--- src/rtl/lfsr_gen.sv ---
// -----------------------------------------------------------------------------
// lfsr_gen -- Fibonacci LFSR pseudo-random generator with period tracking.
//
// The register shifts toward the MSB; the new LSB is the XOR of the state bits
// selected by the feedback mask. A WIDTH-bit step counter tracks the position
// within the period and raises a one-cycle wrap pulse when the state returns to
// the value it started from after reset or load.
//
// Parameters
//   WIDTH : register width, 4..16 when the built-in mask is used
//   SEED  : reset value of the state (0 is coerced to 1)
//   TAPS  : feedback mask; 0 selects the built-in maximal-length mask
//
// Ports
//   clk      in   clock, all state updates on the rising edge
//   rst      in   asynchronous active-high reset
//   en       in   advance the LFSR one step
//   load     in   load seed_in (wins over en)
//   seed_in  in   seed captured on load (0 is coerced to 1)
//   data_out out  current LFSR state (register output)
//   bit_out  out  serial output, data_out[WIDTH-1]
//   wrap     out  one-cycle pulse: full period completed since reset/load
//   seed_err out  one-cycle pulse: a load with seed_in == 0 occurred
// -----------------------------------------------------------------------------
module lfsr_gen #(
    parameter int          WIDTH = 4,
    parameter int unsigned SEED  = 1,
    parameter int unsigned TAPS  = 0
) (
    input  logic             clk,
    input  logic             rst,
    input  logic             en,
    input  logic             load,
    input  logic [WIDTH-1:0] seed_in,
    output logic [WIDTH-1:0] data_out,
    output logic             bit_out,
    output logic             wrap,
    output logic             seed_err
);

    // Maximal-length masks for the supported widths; 0 marks "no built-in".
    function automatic logic [31:0] builtin_mask(input int w);
        logic [31:0] m;
        m = 32'h0;
        case (w)
            4:  m = 32'h000C;
            5:  m = 32'h0014;
            6:  m = 32'h0030;
            7:  m = 32'h0060;
            8:  m = 32'h00B8;
            9:  m = 32'h0110;
            10: m = 32'h0240;
            11: m = 32'h0500;
            12: m = 32'h0829;
            13: m = 32'h100D;
            14: m = 32'h2015;
            15: m = 32'h6000;
            16: m = 32'hD008;
            default: m = 32'h0;
        endcase
        return m;
    endfunction

    generate
        if (WIDTH < 2 || WIDTH > 32) begin : g_bad_width_any
            $error("lfsr_gen: WIDTH %0d is not supported", WIDTH);
        end
        if ((WIDTH < 4 || WIDTH > 16) && TAPS == 0) begin : g_bad_width_builtin
            $error("lfsr_gen: no built-in mask for WIDTH %0d; supply TAPS", WIDTH);
        end
    endgenerate

    localparam logic [31:0]      TAPS_L    = TAPS;
    localparam logic [31:0]      BUILTIN_L = builtin_mask(WIDTH);
    localparam logic [31:0]      MASK_L    = (TAPS == 0) ? BUILTIN_L : TAPS_L;
    localparam logic [WIDTH-1:0] MASK      = MASK_L[WIDTH-1:0];

    localparam logic [31:0]      SEED_L    = SEED;
    // A zero seed would lock the register at 0, so it is replaced by 1.
    localparam logic [WIDTH-1:0] SEED_EFF  = (SEED_L[WIDTH-1:0] == '0) ?
                                             WIDTH'(1) : SEED_L[WIDTH-1:0];

    // Counter value on the last step of a period (2^WIDTH - 2); the step taken
    // from here returns the state to its starting value.
    localparam logic [WIDTH-1:0] CNT_LAST  = {{(WIDTH-1){1'b1}}, 1'b0};

    logic [WIDTH-1:0] state_q, state_d;
    logic [WIDTH-1:0] cnt_q,   cnt_d;
    logic             wrap_q,  wrap_d;
    logic             seed_err_q, seed_err_d;
    logic             fb;

    assign fb = ^(state_q & MASK);

    always_comb begin
        state_d    = state_q;
        cnt_d      = cnt_q;
        wrap_d     = 1'b0;
        seed_err_d = 1'b0;
        if (load) begin
            cnt_d = '0;
            if (seed_in == '0) begin
                state_d    = WIDTH'(1);
                seed_err_d = 1'b1;
            end else begin
                state_d = seed_in;
            end
        end else if (en) begin
            state_d = {state_q[WIDTH-2:0], fb};
            if (cnt_q == CNT_LAST) begin
                cnt_d  = '0;
                wrap_d = 1'b1;
            end else begin
                cnt_d = cnt_q + WIDTH'(1);
            end
        end
    end

    always_ff @(posedge clk or posedge rst) begin
        if (rst) begin
            state_q    <= SEED_EFF;
            cnt_q      <= '0;
            wrap_q     <= 1'b0;
            seed_err_q <= 1'b0;
        end else begin
            state_q    <= state_d;
            cnt_q      <= cnt_d;
            wrap_q     <= wrap_d;
            seed_err_q <= seed_err_d;
        end
    end

    assign data_out = state_q;
    assign bit_out  = state_q[WIDTH-1];
    assign wrap     = wrap_q;
    assign seed_err = seed_err_q;

endmodule

--- config.mk ---
export PLATFORM = sky130hd
export DESIGN_NAME = lfsr_gen
export DESIGN_NICKNAME = d
export VERILOG_FILES = /design/src/rtl/lfsr_gen.sv
export SDC_FILE = /design/constraint.sdc
export NUM_CORES = 1
export LEC_CHECK = 0
export ABC_AREA = 1
export CAP_MARGIN = 25
export CORE_AREA = 2 2 39 41
export CTS_BUF_LIST = sky130_fd_sc_hd__clkbuf_16
export CTS_CLUSTER_SIZE = 10
export DETAILED_ROUTE_END_ITERATION = 7
export DIE_AREA = 0 0 41 43
export PLACE_DENSITY = 0.64
export SYNTH_ARGS = -nofsm -noshare
export SYNTH_HDL_FRONTEND = slang
export SYNTH_SLANG_ARGS = --single-unit
--- constraint.sdc ---
create_clock -name clk -period 1.55 [get_ports clk]
set_clock_uncertainty 0.1 [all_clocks]
set_input_delay 0.155 -clock clk [delete_from_list [all_inputs] [get_ports clk]]
set_output_delay 0.155 -clock clk [all_outputs]
set_load 0.05 [all_outputs]
==> flow_metrics.py <==
metrics = {
    "timing": {
        "worstMarginPinSlew_ns": 0.375,
        "final.setup.tns_ns": 0,
        "timing.final.crit_period_ns": 1.30,
        "rsz0062_at_grt": "false",
        "report.final.hold_viol_count": 0,
        "slew_viol_final": 0,
        "final.hold.worst_slack_ns": 0.0889,
        "finalSetupViolCount": 0,
        "relSlewSlack_pct": 75.0,
        "layout_worst_path_cycle_share_pct": 84.0,
        "fmax_mhz": 768,
    },
    "floorplanning": {
        "design.core.area_um2": 1380,
        "floorplan.die.width_um": 41,
        "core.rowCount": 14,
        "die_outline_area_um2": 1760,
        "floorplan.initialDensity_pct": 37.4,
        "floorplan.die.height_um": 43,
        "io_pins": 15,
    },
    "synthesis": {
        "synth_cell_type_count": 19,
        "synth.yosys.warnings": 0,
        "postSynthAreaPerCell_um2": 8.35,
        "area_share_of_the_leading_cell_type_in_the_synthesized_netlist_pct": 43.5,
        "postSynthRegisterBits": 10,
        "synth-main-ff-cell": "dfrtp_1",
        "post_synth_inst_count": 62,
        "net_count_synth": 72,
        "seq_area_frac_synth_pct": 48.6,
        "synthArstFlopShare_pct": 100,
        "synth_top_cell_by_area": "dfrtp_1",
        "synth.top_cells.by_count": "nand2_1, dfrtp_1, inv_1, nand3_1, nor2_1",
        "post_synth_instance_area_um2": 518,
        "synth-edff-count": 0,
        "yosysMostFrequentCell": "nand2_1",
        "synth.top_cells.by_area": "dfrtp_1, nand2_1, nand3_1",
    },
    "placed_design": {
        "dp_hpwl_um": 840,
        "port_buffers": 14,
        "place_congestion": 0.784,
    },
    "pwr": {
        "total_leakage_power_nw": 0.384,
        "p_sw_mw": 0.300,
        "p_int_mw": 0.745,
        "power.share.sequential_pct": 32.9,
        "clockPowerShare_pct": 44.2,
        "worst_vdd_drop_mv": 1.17,
        "switching_share_pct": 28.7,
        "powerDensity_nw_per_um2": 1340,
        "share_of_power_burned_in_combinational_logic_pct": 23.0,
    },
    "clocking": {
        "cts.clk_slew.worst_paths_ns": 0.04,
        "holdBufCountCts": 0,
        "cts_resized": 0,
        "cts_htree_levels": 1,
        "clk_sinks": 10,
        "max-clock-path-buffers": 2,
        "numCtsBuffers": 3,
        "clk_lat_worst_skew_ns": 0.24,
        "tritoncts": "built",
        "cts_setup_buffers": 0,
        "ctsRootBufferMaster": "clkbuf_16",
    },
    "critical_path": {
        "cp-end-kind": "flip-flop",
        "worst-setup-path-type": "flip-flop to flip-flop",
        "worst-endpoint-required_ns": 1.58,
        "worst_path_largest_cell_delay_ns": 0.39,
        "cp-start-kind": "flip-flop",
        "timing.critical_path.fanout_max": 4,
        "critical_path.cell_chain": "inv_1 -> ha_1 -> nand3_1 -> nand2_1 -> inv_1 -> nand3_1 -> nand2_1",
        "critical_path.slowest_cell": "dfrtp_1",
        "crit_arrival_ns": 1.33,
        "r2r.worst_path.cells": 7,
    },
    "routing": {
        "antenna_left": 0,
        "drt-total-wl_um": 1090,
        "via_count": 471,
        "wl_per_cell_um": 11.4,
        "drcViolationCount": 0,
        "firstDrtPassIters": 4,
        "routed_via_density": 4.96,
        "drt_iter0_drc": 7,
    },
    "finish": {
        "area_delta_synth_final_pct": 51.0,
        "drive_above_1_share_pct": 22.8,
        "antenna_cells_inserted": 0,
        "finish.net_count": 90,
    },
    "global_routing": {
        "global_route_wire_length_before_repair_um": 1830,
        "grt_usage_pct": 16.2,
        "number_of_antenna_violations_at_the_first_check_in_global_routing": 0,
        "total_congestion_overflow_after_global_routing": 0,
        "grt_max_degree": 11,
        "number_of_global_route_vias_before_repair": 442,
    },
    "hold_path": {
        "worst_hold_path_type": "primary input to asynchronous set/reset pin",
    },
    "flow_run": {
        "drv.max_cap_violation_count": 0,
    },
    "outcome": {
        "outcome": "complete, no violations",
    },
}
-- registers in the layout, indices dropped and copies added, names as in the netlist --
name,count
data_out,4
seed_err,1
wrap,1
cnt_q,4
-- cell usage in the layout (no fill, tap or decap), drive strengths merged --
cell,n
nor2,6
o21ai,1
nand3,6
o21bai,1
nand2,20
nand4,1
clkinv,1
a21oi,3
nor3,1
o211ai,2
dfstp,1
inv,8
buf,7
ha,2
dfrtp,9
clkdlybuf4s50,7
clkbuf,3
-- worst max-delay path, delay by kind of cell, from the launching register on --
family	cells	cell delay, ns
buf+inv	2	0.19
flops	1	0.39
fa+ha+maj	1	0.16
simple gates	4	0.35
-- final timing paths --
path | startpoint | slack, ns | end
max reg2reg | cnt_q[0]$_DFFE_PP0P_ | 0.25 | cnt_q[3]$_DFFE_PP0P_
min in group clk | data_out[0]$_DFFE_PP1P_ | 0.40 | data_out[0]$_DFFE_PP1P_
max in group asynchronous | rst | 0.95 | data_out[0]$_DFFE_PP1P_
min | rst | 0.09 | wrap$_DFF_PP0_
max | cnt_q[0]$_DFFE_PP0P_ | 0.25 | cnt_q[3]$_DFFE_PP0P_
min reg2reg | data_out[0]$_DFFE_PP1P_ | 0.40 | data_out[0]$_DFFE_PP1P_
-- through the flow --
| stage | instance area (um2) | setup WS, ns | cells | power [mW] | util [%] |
|---|---|---|---|---|---|
| floorplan | 518 | 0.369 | 62 | 0.486 | - |
| global placement | 703 | 0.182 | 91 | 0.586 | 50.8 |
| detailed placement | 703 | 0.163 | 91 | 0.588 | 50.8 |
| CTS | 782 | 0.238 | 95 | 1.06 | 56.5 |
| global route | 782 | 0.122 | 95 | 1.10 | 56.5 |
| finish | 782 | 0.247 | 95 | 1.05 | 56.5 |
-- final cells by class --
class	instances	area, um2
clock buffer	3	75.1
clock inverter	1	3.75
fill	123	602
inverter	8	32.5
multi-input combinational	43	226
sequential	10	251
tap	16	20.0
timing repair buffer	14	173
-- power groups by stage --
stage / clock [mW] / sequential (mW) / combinational (mW)
after floorplan: 0 / 0.379 / 0.108
after global placement: 0 / 0.347 / 0.239
after detailed placement: 0 / 0.347 / 0.241
after CTS: 0.470 / 0.344 / 0.242
after global routing: 0.488 / 0.350 / 0.261
final: 0.462 / 0.344 / 0.240
-- kinds of logic (layout without fill, tap and decap cells) --
| kind of cell | Yosys count | count (layout) | share of synthesized area (%) |
|---|---|---|---|
| AO/OA/AOI/OAI | 7 | 7 | 9.66 |
| adder cells (fa/ha/maj) | 2 | 2 | 4.83 |
| buffers and inverters | 9 | 26 | 7.73 |
| flip-flops | 10 | 10 | 48.6 |
| AND/OR/NAND/NOR | 34 | 34 | 29.2 |
-- routing by layer --
layer / vias to the layer above / GRT usage (%) / share of wire (%)
met3: 2 / 7.85 / 5.1
met4: 0 / 8.00 / 2.2
met2: 12 / 20.9 / 47
met1: 224 / 21.7 / 45
met5: - / 0 / 0
li1: 233 / - / -
(Power assumes the default switching activity.)
